### config.mk
export PLATFORM = sky130hd
export DESIGN_NAME = fetch_prefetch
export DESIGN_NICKNAME = d
export VERILOG_FILES = /design/src/rtl/fetch_prefetch.sv
export SDC_FILE = /design/constraint.sdc
export NUM_CORES = 1
export LEC_CHECK = 0
export BUFFER_PORTS_ARGS = -buffer_cell sky130_fd_sc_hd__buf_2
export CAP_MARGIN = 20
export CELL_PAD_IN_SITES_DETAIL_PLACEMENT = 2
export CELL_PAD_IN_SITES_GLOBAL_PLACEMENT = 2
export CORE_UTILIZATION = 43
export CTS_BUF_LIST = sky130_fd_sc_hd__clkbuf_4 sky130_fd_sc_hd__clkbuf_8 sky130_fd_sc_hd__clkbuf_16
export DETAILED_ROUTE_END_ITERATION = 6
export PLACE_DENSITY_LB_ADDON = 0.1
export SYNTH_ARGS = -nofsm -noshare
export SYNTH_HDL_FRONTEND = slang
export SYNTH_SLANG_ARGS = --single-unit
### constraint.sdc
create_clock -name clock -period 5.88 [get_ports clock]
set_input_delay 0.588 -clock clock [delete_from_list [all_inputs] [get_ports clock]]
set_output_delay 0.588 -clock clock [all_outputs]
set_load 0.02 [all_outputs]
### src/rtl/fetch_prefetch.sv
// Instruction-fetch front end: owns the fetch PC, issues in-order requests to a
// variable-latency instruction memory and buffers returned words in a small FIFO.
module fetch_prefetch #(
  parameter int          DEPTH    = 4,
  parameter logic [31:0] RESET_PC = 32'h0000_0000
) (
  input  logic        clock,
  input  logic        reset,
  output logic        imem_req_valid,
  output logic [31:0] imem_req_addr,
  input  logic        imem_req_ready,
  input  logic        imem_rsp_valid,
  input  logic [31:0] imem_rsp_data,
  input  logic        redirect,
  input  logic [31:0] redirect_pc,
  output logic        out_valid,
  output logic [31:0] out_instr,
  output logic [31:0] out_pcplus4,
  input  logic        out_ready
);

  localparam int AW = $clog2(DEPTH);
  localparam int CW = AW + 1;
  localparam logic [CW:0] DEPTH_W = (CW+1)'(DEPTH);

  logic [31:0]   fetch_pc_reg;
  logic [31:0]   rsp_pc_reg;
  logic [CW-1:0] count_reg;
  logic [CW-1:0] outstanding_reg;
  logic [CW-1:0] drop_cnt_reg;
  logic [AW-1:0] wr_ptr_reg;
  logic [AW-1:0] rd_ptr_reg;
  logic [31:0]   instr_mem [DEPTH];
  logic [31:0]   pc4_mem   [DEPTH];

  logic [CW:0]   occupancy;
  logic          req_fire;
  logic          rsp_live;
  logic          rsp_keep;
  logic          rsp_drop;
  logic          pop;
  logic [31:0]   redirect_base;

  // Slots already promised: buffered words plus responses that will be kept.
  assign occupancy     = {1'b0, count_reg} + {1'b0, outstanding_reg} - {1'b0, drop_cnt_reg};
  assign redirect_base = redirect_pc & 32'hFFFF_FFFC;

  assign imem_req_valid = reset && !redirect && (occupancy < DEPTH_W);
  assign imem_req_addr  = fetch_pc_reg;
  assign req_fire       = imem_req_valid && imem_req_ready;

  // A response with nothing outstanding is a protocol error and is ignored.
  assign rsp_live = imem_rsp_valid && (outstanding_reg != '0);
  assign rsp_drop = rsp_live && (drop_cnt_reg != '0);
  assign rsp_keep = rsp_live && (drop_cnt_reg == '0) && !redirect;

  assign out_valid   = (count_reg != '0) && !redirect;
  assign pop         = out_valid && out_ready;
  assign out_instr   = instr_mem[rd_ptr_reg];
  assign out_pcplus4 = pc4_mem[rd_ptr_reg];

  always_ff @(posedge clock or negedge reset) begin
    if (!reset) begin
      fetch_pc_reg    <= RESET_PC;
      rsp_pc_reg      <= RESET_PC;
      count_reg       <= '0;
      outstanding_reg <= '0;
      drop_cnt_reg    <= '0;
      wr_ptr_reg      <= '0;
      rd_ptr_reg      <= '0;
    end else if (redirect) begin
      // Everything still in flight belongs to the old path, including any
      // response arriving in this very cycle.
      fetch_pc_reg    <= redirect_base;
      rsp_pc_reg      <= redirect_base;
      count_reg       <= '0;
      wr_ptr_reg      <= '0;
      rd_ptr_reg      <= '0;
      outstanding_reg <= outstanding_reg - CW'(rsp_live);
      drop_cnt_reg    <= outstanding_reg - CW'(rsp_live);
    end else begin
      if (req_fire) begin
        fetch_pc_reg <= fetch_pc_reg + 32'd4;
      end
      outstanding_reg <= outstanding_reg + CW'(req_fire) - CW'(rsp_live);
      if (rsp_drop) begin
        drop_cnt_reg <= drop_cnt_reg - CW'(1);
      end
      if (rsp_keep) begin
        rsp_pc_reg <= rsp_pc_reg + 32'd4;
        wr_ptr_reg <= wr_ptr_reg + AW'(1);
      end
      if (pop) begin
        rd_ptr_reg <= rd_ptr_reg + AW'(1);
      end
      count_reg <= count_reg + CW'(rsp_keep) - CW'(pop);
    end
  end

  genvar gi;
  generate
    for (gi = 0; gi < DEPTH; gi++) begin : g_entry
      always_ff @(posedge clock or negedge reset) begin
        if (!reset) begin
          instr_mem[gi] <= '0;
          pc4_mem[gi]   <= '0;
        end else if (rsp_keep && (wr_ptr_reg == AW'(gi))) begin
          instr_mem[gi] <= imem_rsp_data;
          pc4_mem[gi]   <= rsp_pc_reg + 32'd4;
        end
      end
    end
  endgenerate

endmodule
==> results of run 1 <==
worst max-delay path, cell delays in order, from the launching register on:
cell and delay, ns:
dfrtp_1 0.37, inv_1 0.12, fa_1 0.44, ha_1 0.37, nand4bb_1 0.21, or4_4 0.69, nand2_2 0.19, inv_2 0.09
ha_1 0.28, inv_1 0.04, ha_1 0.18, fa_1 0.39, xor2_1 0.15, o21ai_0 0.19, xor2_1 0.16
where the power goes:
group          total (uW)  internal, uW  switching [uW]
Combinational        2390          1060            1320
Sequential           2970          2630             342
Clock                2370          1430             941
worst paths after layout:
path,startpoint,end,cells after the start
max,drop_cnt_reg[2],outstanding_reg[2],14
min in group asynchronous,reset,instr_mem[29],2
max reg2reg,drop_cnt_reg[2],outstanding_reg[2],14
max in group asynchronous,reset,pc4_mem[90],5
min,redirect_pc[10],rsp_pc_reg[10],2
min reg2reg,pc4_mem[34],pc4_mem[34],2
cells in the final DEF (no fill, tap or decap), drive strengths merged, types with 2 or more instances in the layout:
master   instances
a2111oi          9
a211oi           8
a21boi           2
a21oi           16
a31o             2
a31oi           10
and2             2
and3            12
and3b            2
and4             8
buf            177
bufinv           3
clkbuf          51
clkinv          10
conb             4
dfrtp          321
fa               4
ha              17
inv             31
mux2           177
mux2i            2
mux4            62
nand2          146
nand2b           5
nand3           30
nand3b           2
nand4           19
nor2            28
nor2b            3
nor3            11
nor4             9
o211ai           2
o21a             2
o21ai          116
o31a             7
o31ai            2
or3              8
xnor2           45
xor2            37
metal layers:
| metal | track usage [%] | vias to the layer above | wire [um] |
|---|---|---|---|
| met5 | 0 | - | 0 |
| met4 | 6.624 | 0 | 967 |
| met3 | 3.396 | 60 | 1658 |
| met2 | 40.75 | 214 | 20890 |
| met1 | 31.72 | 5415 | 18860 |
| li1 | - | 4723 | - |
kinds of logic after synthesis:
family,count (synthesis),share of synthesized area [%]
AOI/OAI and AO/OA,178,7.012
xor gates and xnor gates,82,4.659
adders and majority gates,21,1.899
buffers and inverters,110,2.971
DFF,321,52.11
muxes,241,22.12
other,1,0.02433
and+or+nand+nor,291,9.212
what timing repair did:
item,in CTS,in global routing
endpoints found under the hold margin,18,0
hold buffers,1,0
setup endpoints to repair,0,0
stage by stage:
| step | std cells | cell area [sq um] | setup WS (ns) | utilization (%) | hold slack, ns |
|---|---|---|---|---|---|
| floorplan | 1248 | 15430 | 2.284 | - | 0.2924 |
| global placement | 1798 | 16630 | 1.974 | 47.67 | 0.4565 |
| detailed placement | 1798 | 16630 | 1.930 | 47.67 | 0.4654 |
| CTS | 1865 | 17900 | 1.900 | 51.31 | 0.3009 |
| global route | 1866 | 17920 | 1.700 | 51.37 | 0.3135 |
| finish | 1866 | 17920 | 1.939 | 51.37 | 0.3133 |
area by class of cell:
class                   instances  share of cell area, %
inverters                      29                 0.6075
well taps                     455                  3.177
clock buffers                  51                  6.061
repair buffers                178                  5.419
flip-flops and latches        321                  44.86
clock inverters                15                 0.9636
multi-input cells             817                  38.91
==> flow_summary.yaml, run 1 <==
sta:
  final-setup-viol-count: 0
  grt_setup_unrepaired: "false"
  finalCritPeriodShare_pct: 67.02
  worst_slew_pin_slew_ns: 1.059
  layout_min_cycle_time_ns: 3.941
  max-slew-margin-rel_pct: 28.75
  hold_viol_final: 0
  max_freq_mhz: 253.7
  slew_violations: 0
  finalSetupTns_ns: 0
  fin_skew_ns: 0.01956
yosys:
  yosysMostFrequentCell: "dfrtp_1"
  yosysWarnings: 0
  synthFlopType: "dfrtp_1"
  synth-seq-area-share_pct: 52.11
  async_flop_share_pct: 100.0
  post-synth-top-area-cell: "dfrtp_1"
  avgSynthCellArea_sq_um: 12.38
  synth_top_area_share_pct: 52.11
  ys_seq_elements: 321
  yosysUniqueCellTypes: 57
  synth_edf_count: 0
  synthTopCellsByCount: "dfrtp_1, mux2_2, nand2_1"
  netlist_area_sq_um: 15420
  synthCells: 1245
  synth_area_leaders: "dfrtp_1, mux2_2, mux4_2"
floorplanning:
  dieArea_sq_um: 36610
  die_x_um: 191.3
  row_count: 68
  fp.dieH_um: 191.3
  start_util_pct: 44.19
  num_io_pins: 168
  core_area_sq_um: 34880
cts:
  cts_setup_buffers: 0
  htreeDepth: 2
  cts_buffers: 38
  cts_tree: "yes"
  clkSlewWorstSetupHoldPaths_ns: 0.06
  clkSinkCount: 321
  cts_root_buf: "clkbuf_16"
  cts_resized: 0
  clkLatencyLatePin_ns: 0.53
  cts_buffer_depth: 3
setup_path:
  end_kind: "register"
  critPathKind: "reg2reg"
  crit_fanout: 21
  worstPathArrival_ns: 4.38
  rrSetupSlack_ns: 1.94
  required_ns: 6.32
  critPathLaunchType: "register"
power:
  power.density_nw_per_um2: 431.2
  power_uw: 7726
  ir_drop_mv: 0.2581
  power_leakage_uw: 0.008157
layout:
  final_nets: 1476
  area_growth_pct: 16.23
  largest-register: "instr_mem"
  drive_gt1_share_pct: 36.22
  seq_area_sq_um: 8038
  multi_input_area_sq_um: 6973
  fillers: 3408
  reg.largest.list: "instr_mem (128), pc4_mem (120)"
  n_antenna_cell: 0
  largest_reg_flops: 128
global_route:
  grt_use_total_pct: 23.90
  grt_pass1_vias: 11940
  antenna_found_initial: 0
  grt_pass1_wl_um: 68140
  grt_max_degree: 160
  overflow: 0
worst_hold_path:
  min_path_type: "in2reg"
drt:
  wl_per_cell_um: 22.71
  wl_um: 42380
  drtPass1Iterations: 4
  drtIter0Drc: 363
  drcViolationCount: 0
  via_per_inst: 5.580
  num_vias: 10410
  ant_nets: 0
placed_design:
  hpwlAfterDp_um: 27480
  place_congestion: 0.7894
  io_buffers: 161
flow_run:
  maxCapViolCount: 0
outcome:
  status: "completed"
Note: power is estimated with default switching activity, not from simulation.
==> inputs of run 2 (changes only) <==
Settings changed: CORE_UTILIZATION 43 to 36.
Clock period 5.88 ns to 3.5 ns, I/O delays scaled along.
==> run 2 against run 1 <==
Against the previous run:
- die area is 19% higher
- sequential cell count stayed put
- fmax is 17% higher
- routed wire length is 0.40% lower
- largest power group unchanged
- clock skew is 0.0034 ns lower
- core utilization is 7.8 points lower
==> flow_summary.yaml, run 2 (synthesis gave the netlist of run 1 again) <==
outcome:
  status: "completed"
layout:
  fin_area_sq_um: 18350
  layout_common_cells: "dfrtp_1, mux2_2, buf_2"
  fin_util_pct: 43.54
  n_antenna_cell: 0
  reg.largest.list: "instr_mem (128), pc4_mem (120)"
  final_common_cell: "dfrtp_1"
  area_growth_pct: 19.01
  largest_reg_flops: 128
  drive_gt1_share_pct: 37.67
  fillers: 4246
  largest-register: "instr_mem"
  final_nets: 1499
placed_design:
  io_buffers: 161
  place_congestion: 0.7257
  hpwlAfterDp_um: 28580
  placed_area_sq_um: 17000
setup_path:
  required_ns: 3.96
  critPathLaunchType: "register"
  cpMostUsedCell: "ha_4"
  rrSetupSlack_ns: 0.14
  crit_fanout: 5
  worstReg2RegEnd: "outstanding_reg[2]"
  critPathKind: "reg2reg"
  r2r_cells: 14
  critical_path.startpoint: "drop_cnt_reg[2]"
  worstPathArrival_ns: 3.82
  end_kind: "register"
  r2r_start: "drop_cnt_reg[2]"
  cpPeakStageDelay_ns: 0.60
  crit_chain: "inv_2, fa_1, ha_4, nand4bb_1, or4_4, nand2_4, inv_6, ha_4, inv_2, ha_4, fa_2, xor2_1, o21ai_1, xor2_1"
  critPathSlowestCell: "fa_1"
sta:
  layout_min_cycle_time_ns: 3.364
  grt_setup_unrepaired: "false"
  worst_slew_pin_slew_ns: 0.9916
  fin_skew_ns: 0.01620
  finalCritPeriodShare_pct: 96.11
  slew_violations: 0
  max-slew-margin-rel_pct: 33.89
  final-setup-viol-count: 0
  max_freq_mhz: 297.3
  hold_viol_final: 0
global_route:
  grt_use_total_pct: 20.21
  grt_pass1_vias: 11910
  overflow: 0
  grt_pass1_wl_um: 69100
  antenna_found_initial: 0
  grt_max_degree: 128
floorplanning:
  dieArea_sq_um: 43650
  core_area_sq_um: 42130
  fp.dieH_um: 208.9
  num_io_pins: 168
  start_util_pct: 36.59
  die_x_um: 208.9
  row_count: 75
worst_hold_path:
  hold_start: "redirect_pc[10]"
  hold_path_end: "rsp_pc_reg[10]"
  hold_depth: 2
  min_path_type: "in2reg"
power:
  power_leakage_uw: 0.008303
  power.density_nw_per_um2: 717.9
  ir_drop_mv: 0.3014
  power_uw: 13170
drt:
  num_vias: 10460
  drtIter0Drc: 371
  wl_per_cell_um: 21.43
  drtPass1Iterations: 4
  ant_nets: 0
  wl_um: 42220
  drcViolationCount: 0
  via_per_inst: 5.308
cts:
  cts_root_buf: "clkbuf_16"
  clkSlewWorstSetupHoldPaths_ns: 0.06
  clkLatencyLatePin_ns: 0.55
  cts_buffers: 39
  htreeDepth: 2
  cts_tree: "yes"
  clkSinkCount: 321
  cts_buffer_depth: 3
flow_run:
  maxCapViolCount: 0
## run 2: area by class of cell
cell class / instances / area [sq um] / area share (%)
clock buffers: 58 / 1181 / 6.438
inverters: 29 / 113.9 / 0.6206
well taps: 539 / 674.4 / 3.676
repair buffers: 200 / 1224 / 6.670
clock inverters: 6 / 102.6 / 0.5592
flip-flops and latches: 321 / 8039 / 43.82
multi-input cells: 817 / 7012 / 38.22
## run 2: metal layers
layer / up-vias / GRT usage, % / wire (um) / share of wire (%)
met2: 162 / 34.55 / 21050 / 50
met5: - / 0 / 0 / 0
met4: 0 / 4.817 / 774 / 1.8
li1: 4786 / - / - / -
met1: 5458 / 26.75 / 19010 / 45
met3: 51 / 3.336 / 1386 / 3.3
## run 2: through the flow
stage	hold WS (ns)	setup TNS (ns)	cells	worst slack, ns
CTS	0.02140	0	1966	0.02021
floorplan	0.05441	-0.003031	1248	-0.003031
global route	0.02854	0	1970	0.005771
finish	0.06110	0	1970	0.1361
global placement	0.1622	0	1899	0.04801
detailed placement	0.1618	0	1899	0.01341
## run 2: worst max-delay path by stage
stage                               endpoint  slack, ns  cells after the start
after floorplan           outstanding_reg[2]     -0.003                     16
after global placement    outstanding_reg[2]       0.05                     15
after detailed placement  outstanding_reg[2]       0.01                     15
after CTS                 outstanding_reg[2]       0.02                     15
after global routing      outstanding_reg[2]      0.006                     14
final                     outstanding_reg[2]       0.14                     14
## run 2: timing repair
item	CTS	global route
resized for setup	0	3
endpoints found under the setup margin	1	1
setup buffers	2	4
hold buffers	1	0
endpoints found under the hold margin	3	0
pin swaps	0	7
## run 2: report_power, final
part | leakage, uW | internal (uW) | total (uW) | switching [uW]
logic | 0.00345 | 1910 | 4160 | 2250
registers | 0.00421 | 4410 | 4950 | 537
clock network | 0.000644 | 2470 | 4060 | 1590
## run 2: critical path, delay by kind of cell, from the launching register on
kind,cells,cell delay [ns]
adders and majority gates,5,1.56
and+or+nand+nor,3,0.78
DFF,1,0.36
xor gates and xnor gates,2,0.30
AOI/OAI and AO/OA,1,0.15
buffers and inverters,3,0.14
==> inputs of run 3 (changes only) <==
Settings changed: CORE_UTILIZATION 36 to 43.
Clock period 3.5 ns to 3.9 ns, I/O delays scaled along.
==> run 3 against run 2 <==
Against the previous run:
- fmax down 9.5%
- setup slack better by 0.045 ns
- combinational power down 12%
- largest power group unchanged
- largest cell class unchanged
- critical path type unchanged
==> flow_summary.yaml, run 3 (synthesis gave the netlist of run 1 again) <==
outcome:
  status: "completed"
global_route:
  grt_use_total_pct: 25.46
  antenna_found_initial: 1
  overflow: 0
  grt_max_degree: 77
  grt_pass1_wl_um: 71340
  grt_pass1_vias: 12310
setup_path:
  worstReg2RegEnd: "outstanding_reg[2]"
  critPathLaunchType: "register"
  required_ns: 4.35
  critPathKind: "reg2reg"
  rrSetupSlack_ns: 0.18
  worstPathArrival_ns: 4.17
  crit_fanout: 6
  end_kind: "register"
  r2r_start: "count_reg[1]"
  r2r_cells: 15
sta:
  grt_setup_unrepaired: "false"
  finalCritPeriodShare_pct: 95.35
  max-slew-margin-rel_pct: 35.00
  fin_skew_ns: 0.02092
  finalSetupTns_ns: 0
  slew_violations: 0
  hold_viol_final: 0
  worst_slew_pin_slew_ns: 0.9750
  hold_slack_ns: 0.1226
  final-setup-viol-count: 0
  layout_min_cycle_time_ns: 3.719
  max_freq_mhz: 268.9
worst_hold_path:
  hold_start: "imem_rsp_data[29]"
  hold_depth: 2
  min_path_type: "in2reg"
  hold_path_end: "instr_mem[93]"
cts:
  cts_resized: 0
  cts_setup_buffers: 0
  htreeDepth: 2
  cts_buffer_depth: 3
  clkLatencyLatePin_ns: 0.55
  clkSlewWorstSetupHoldPaths_ns: 0.06
  cts_buffers: 37
  cts_root_buf: "clkbuf_16"
  clkSinkCount: 321
  cts_tree: "yes"
layout:
  largest-register: "instr_mem"
  n_antenna_cell: 0
  final_nets: 1485
  final_common_cell: "dfrtp_1"
  reg.largest.list: "instr_mem (128), pc4_mem (120)"
  fillers: 3407
  area_growth_pct: 17.69
  layout_common_cells: "dfrtp_1, mux2_2, buf_2"
  drive_gt1_share_pct: 36.59
  largest_reg_flops: 128
floorplanning:
  core_area_sq_um: 34880
  dieArea_sq_um: 36610
  fp.dieH_um: 191.3
  start_util_pct: 44.19
  row_count: 68
  die_x_um: 191.3
  num_io_pins: 168
power:
  combinationalPowerShare_pct: 30.3
  internal_power_uw: 7989
  seqPwrFrac_pct: 37.5
  switching_share_pct: 33.51
  power_leakage_uw: 0.008274
  power.density_nw_per_um2: 662.2
  ir_drop_mv: 0.4265
  clkPwrFrac_pct: 32.2
  p_sw_uw: 4026
drt:
  drcViolationCount: 0
  drtIter0Drc: 428
  wl_per_cell_um: 23.72
  via_per_inst: 5.674
  ant_nets: 0
  wl_um: 44500
  num_vias: 10640
  drtPass1Iterations: 4
placed_design:
  io_buffers: 161
  hpwlAfterDp_um: 29610
  place_congestion: 0.7465
flow_run:
  maxCapViolCount: 0
[run 3: changes by cell type in the layout (fill, tap and decap cells not counted), moves of 4 or more]
| cell | delta |
|---|---|
| inv_1 | +4 |
| bufinv_16 | +5 |
| clkbuf_4 | -8 |
| clkinv_2 | +8 |
| buf_4 | -9 |
[run 3: cell type report]
class	count	area [sq um]	share of cell area, %
Sequential cell	321	8038	44.30
Inverter	29	108.9	0.6000
Clock inverter	19	296.5	1.634
Tap cell	455	569.3	3.138
Timing Repair Buffer	188	1096	6.041
Multi-Input combinational cell	817	6967	38.40
Clock buffer	47	1069	5.889
[run 3: stage by stage]
step | util, % | instances | setup slack (ns) | instance area, sq um | power, uW
after floorplan | - | 1248 | 0.3042 | 15430 | 6855
after global placement | 48.07 | 1809 | 0.2638 | 16770 | 7955
after detailed placement | 48.07 | 1809 | 0.1993 | 16770 | 8192
after CTS | 52.01 | 1876 | 0.1588 | 18140 | 12190
after global routing | 52.01 | 1876 | 0.02365 | 18140 | 12630
final | 52.01 | 1876 | 0.1813 | 18140 | 12010
[run 3: how the worst max path moves through the flow]
stage | from | end | slack [ns]
final | count_reg[1] | outstanding_reg[2] | 0.18
after global routing | count_reg[1] | outstanding_reg[2] | 0.02
after CTS | count_reg[1] | outstanding_reg[2] | 0.16
after detailed placement | count_reg[1] | outstanding_reg[2] | 0.20
after global placement | outstanding_reg[2] | outstanding_reg[2] | 0.26
after floorplan | count_reg[2] | outstanding_reg[2] | 0.30
[run 3: timing repair]
item,in CTS,in global routing
hold buffers,1,0
endpoints found under the hold margin,3,0
setup endpoints to repair,0,0
[run 3: worst max-delay path, stage by stage, from the launching register on]
cell     delay (ns)
dfrtp_1        0.39
inv_1          0.11
fa_1           0.56
inv_1          0.05
ha_1           0.28
and3b_1        0.20
or4_4          0.43
nand2_2        0.13
inv_2          0.09
ha_1           0.28
inv_1          0.04
ha_1           0.18
fa_1           0.39
xor2_1         0.15
o21ai_0        0.18
xor2_1         0.17
[run 3: routing by layer]
metal	track usage, %	wire (um)	up-vias
met5	0	18	-
met4	6.990	823	2
met3	3.800	1663	55
met2	44.34	22770	204
met1	32.91	19230	5619
li1	-	-	4764
[run 3: power by group through the flow]
stage               clock [uW]  sequential (uW)  combinational (uW)
finish                    3870             4500                3650
global route              4080             4590                3960
CTS                       3960             4510                3720
detailed placement           0             4540                3660
global placement             0             4470                3480
floorplan                    0             4310                2550
